--- config.mk ---
export PLATFORM = sky130hd
export DESIGN_NAME = fetch_stage
export DESIGN_NICKNAME = d
export VERILOG_FILES = /design/src/rtl/fetch_stage.sv
export SDC_FILE = /design/constraint.sdc
export NUM_CORES = 1
export LEC_CHECK = 0
export CORE_UTILIZATION = 41
export DETAILED_ROUTE_END_ITERATION = 12
export GPL_ROUTABILITY_DRIVEN = 0
export GPL_TIMING_DRIVEN = 1
export PLACE_DENSITY = 0.8
export RECOVER_POWER = 25
export SKIP_CTS_REPAIR_TIMING = 1
export SLEW_MARGIN = 20
export SYNTH_ARGS = -nofsm -noshare
export SYNTH_HDL_FRONTEND = slang
export SYNTH_SLANG_ARGS = --single-unit
--- constraint.sdc ---
create_clock -name clk -period 2.4 [get_ports clk]
set_input_delay 0.24 -clock clk [delete_from_list [all_inputs] [get_ports clk]]
set_output_delay 0.24 -clock clk [all_outputs]
set_load 0.005 [all_outputs]
--- src/rtl/fetch_stage.sv ---
// RV32I instruction-fetch stage: PC register, imem addressing and IF/ID register.
// Define FETCH_HALT_LATCH_EN to latch a halt redirect into a permanent HALTED state.
module fetch_stage #(
  parameter int          PC_W      = 9,
  parameter logic [31:0] NOP_INSTR = 32'h00000013
) (
  input  logic            clk,
  input  logic            reset,
  input  logic            stall,
  input  logic            PcSel,
  input  logic [31:0]     BrPC,
  input  logic            halt_i,
  input  logic [31:0]     imem_rdata,
  output logic [PC_W-1:0] pc_o,
  output logic [PC_W-1:0] if_pc,
  output logic [31:0]     if_instr,
  output logic            if_valid,
  output logic            flush_o,
  output logic            halted,
  output logic [31:0]     fetch_cnt
);

  typedef enum logic {
    RUN,
    HALTED
  } state_t;

  state_t          state;
  logic [PC_W-1:0] pc_q;
  logic [PC_W-1:0] pc_inc;
  logic [PC_W-1:0] target;
  logic            halt_go;

  assign pc_o   = pc_q;
  assign pc_inc = pc_q + PC_W'(4);
  assign target = {BrPC[PC_W-1:2], 2'b00};

`ifdef FETCH_HALT_LATCH_EN
  assign halt_go = PcSel & halt_i;
`else
  assign halt_go = 1'b0;
`endif

  // upper/lower target bits are dropped on purpose
  logic unused_ok;
  assign unused_ok = ^{halt_i, BrPC};

  assign flush_o = PcSel & ~reset & (state == RUN);

  always_ff @(posedge clk) begin
    if (reset) begin
      state     <= RUN;
      pc_q      <= '0;
      if_pc     <= '0;
      if_instr  <= NOP_INSTR;
      if_valid  <= 1'b0;
      halted    <= 1'b0;
      fetch_cnt <= '0;
    end else if (state == HALTED) begin
      state <= HALTED;
    end else if (PcSel) begin
      pc_q     <= target;
      if_pc    <= pc_q;
      if_instr <= NOP_INSTR;
      if_valid <= 1'b0;
      if (halt_go) begin
        state  <= HALTED;
        halted <= 1'b1;
      end
    end else if (!stall) begin
      pc_q      <= pc_inc;
      if_pc     <= pc_q;
      if_instr  <= imem_rdata;
      if_valid  <= 1'b1;
      fetch_cnt <= fetch_cnt + 32'd1;
    end
  end

endmodule

==> flow_summary_export.csv <==
group,metric,value,unit
timing,finalCritPeriodShare,0.9326,
global_route,grt_pass1_vias,2731,
global_route,grtUsageMet2,0.2973,
finish,layout-area-overhead-vs-synth,43.68,%
worst_setup_path,cp-end-kind,"flop",
global_route,gr-usage-met3,0.08624,
worst_setup_path,cp_max_fo,17,
worst_setup_path,required,2.68,ns
drt,firstDrtPassIters,4,
floorplan,io_pins,154,
cts,tritoncts,"yes",
synth,synth.avg_cell_area,9.239,sq um
pwr,power.switching,0.0005964,W
run_status,status,"complete, no violations",
synth,yosysSeqAreaShare,0.4768,
cts,numCtsBuffers,9,
finish,diodes,0,
floorplan,die_area,8454,sq um
synth,synth-warning-count,0,
worst_setup_path,r2r_slack,0.16,ns
worst_setup_path,crit_type,"flop to flop",
cts,clock_latency,0.35,ns
global_route,antenna_found_initial,1,
worst_setup_path,path_cells,"ha_1 > nand4bb_4 > or4_1 > buf_4 > or4_1 > a21oi_1",
floorplan,start_util,0.4270,
floorplan,core,7767,sq um
synth,netlist_area,3317,sq um
job,max_cap_viol_count,0,
pwr,cellPowerDensity,524.0,nW/um^2
worst_hold_path,hold_path_class,"flop to flop",
global_route,grt_max_degree,43,
timing,relSlewSlack,0.1697,
pwr,internal_power,0.001901,W
global_route,grt_usage,0.1917,
global_route,gr-usage-met1,0.2270,
pwr,p_comb_frac,0.110,
drt,drc_errors,0,
pwr,switching_share,0.2388,
floorplan,chipWidth,91.95,microns
drt,wirelength,7.966,mm
synth,synth-seq-cells,79,
drt,drt.antenna.violating_nets,0,
synth,ys_types,34,
pwr,power.leakage,1.769,nW
cts,cts_buffer_depth,2,
timing,clock.fmax,446.8,MHz
worst_setup_path,critPathMaxStageDelay,0.51,ns
global_route,grt_pass1_wl,12.88,mm
global_route,grt.busiest_layer,"met2",
timing,setup_viol,0,
cts,clock-sinks,79,
worst_setup_path,r2r_start,"fetch_cnt[0]",
pwr,power_frac_seq,0.548,
synth,postSynth.asyncResetShare,0,
worst_setup_path,cp.buffers_inverters,1,
cts,root_buffer,"clkbuf_8",
drt,drtIter0Drc,52,
finish,layout.nets,549,
timing,rsz0062_at_grt,"false",
synth,synthCells,359,
timing,layout_min_cycle_time,2.238,ns
place,dp_slack,0.01776,ns
synth,synth_flop_cell,"dfxtp_1",
worst_hold_path,min_from,"if_valid",
timing,worst_slew_pin_slew,1.245,ns
worst_setup_path,startpoint_type,"flop",
cts,clkTransAtPathRegs,0.07,ns
timing,fin_tns_setup,0,ns
timing,hold_viol,0,
cts,cts_max_level,3,
finish,layout-drive-gt1-share,0.05809,
place,portBuffers,122,
synth,synth_edf_count,0,
worst_setup_path,critPathArrivalTime,2.51,ns
timing,fin_ws,0.1617,ns
finish,mostFrequentLayoutCells,"104 x clkdlybuf4s50_1, 79 x dfxtp_1, 57 x nor2_1",
drt,detail_route.wl_per_cell,13.64,microns
timing,slew_violations,0,
pwr,ir_drop,0.0002956,V
worst_setup_path,crit_family,"simple AND/OR/NAND/NOR gates",
drt,routed-via-count,2951,
drt,vias_per_cell,5.053,
worst_setup_path,crit_path_frequent_cell,"or4_1",
worst_setup_path,critPathLaunch,"fetch_cnt[0]",
floorplan,fp-row-count,32,
worst_setup_path,crit_slowest_cell,"or4_1",
floorplan,fp.dieH,91.95,microns
place,dp_hpwl,5.680,mm
pwr,p_clk_frac,0.342,
finish,final_common_cell,"clkdlybuf4s50_1",
timing,clock_skew,0.004059,ns
global_route,overflow,0,
[stage by stage]
stage | std cells | hold slack [ns] | area [sq um] | utilization | power, W
3_5_place_dp | 569 | 0.4384 | 4614 | 0.5941 | 0.001680
5_1_grt | 584 | 0.4396 | 4766 | 0.6136 | 0.002612
4_1_cts | 584 | 0.4341 | 4777 | 0.6150 | 0.002528
2_1_floorplan | 363 | 0.3651 | 3332 | - | 0.001521
6_report | 584 | 0.4483 | 4766 | 0.6136 | 0.002497
3_3_place_gp | 569 | 0.4325 | 4614 | 0.5941 | 0.001673
[power groups by stage]
stage	Clock (W)	Sequential (W)	Combinational, W
after CTS	0.000877	0.00137	0.000281
after global routing	0.000939	0.00137	0.000298
final	0.000853	0.00137	0.000275
after floorplan	0	0.00140	0.000121
after detailed placement	0	0.00140	0.000280
after global placement	0	0.00140	0.000274
[synth_stat cells (2+ instances only)]
master    instances  area (sq um)
or4_1            16         120.1
mux2i_1          40         400.4
nor2b_1           2         12.51
buf_4             5         37.54
nand4_1           6         37.54
or3_1             7         43.79
buf_6             2         22.52
nor4_1            3         18.77
and4_1            2         17.52
xor2_1            6         52.55
o21ai_1           6         30.03
inv_1             9         33.78
nand2_1          19         71.32
xnor2_1          11         96.34
a21oi_1          25         125.1
clkbuf_1         20         75.07
dfxtp_1          79          1582
a211oi_1          4         30.03
o31ai_1          13         97.59
nor2_1           57         214.0
ha_1              2         25.02
or2_2             3         18.77
nand3_1           8         40.04
nor3_1            4         20.02
[worst reg2reg max path: stages (launching register included)]
cell       delay [ns]
dfxtp_1          0.40
ha_1             0.27
nand4bb_4        0.12
or4_1            0.51
buf_4            0.20
or4_1            0.51
a21oi_1          0.16
[cell families (layout without fill, tap and decap cells)]
group / Yosys count / count (layout) / synth area share
multiplexers: 40 / 40 / 0.1207
adder cells (fa/ha/maj): 2 / 2 / 0.007543
XOR/XNOR: 17 / 17 / 0.04489
flip-flops: 79 / 79 / 0.4768
other: 1 / 5 / 0.001131
buffers and inverters: 38 / 157 / 0.05356
AND/OR/NAND/NOR: 133 / 133 / 0.2086
AO/OA/AOI/OAI: 49 / 49 / 0.08676
[path summary, 6_finish.rpt]
path,end,cells past startpoint
max,fetch_cnt[20],6
min,if_valid,2
min reg2reg,if_valid,2
max reg2reg,fetch_cnt[20],6
[sequential cells by signal, indices dropped and copies added, names as in the netlist]
signal	count
if_instr	32
if_valid	1
fetch_cnt	32
pc_o	7
if_pc	7
[routing by layer]
| layer | wire length, microns | up-vias |
|---|---|---|
| met5 | 13 | - |
| met4 | 120 | 2 |
| met3 | 792 | 12 |
| met2 | 3640 | 91 |
| met1 | 3399 | 1368 |
| li1 | - | 1478 |
[area by class of cell]
| class | count | area, sq um |
|---|---|---|
| fillers | 670 | 3002 |
| flip-flops and latches | 79 | 1582 |
| multi-input cells | 246 | 1573 |
| repair buffers | 133 | 1287 |
| clock buffers | 10 | 137.6 |
| well taps | 102 | 127.6 |
| inverters | 9 | 33.78 |
| clock inverters | 5 | 25.02 |
No activity file was read; power rests on OpenSTA's default activity.
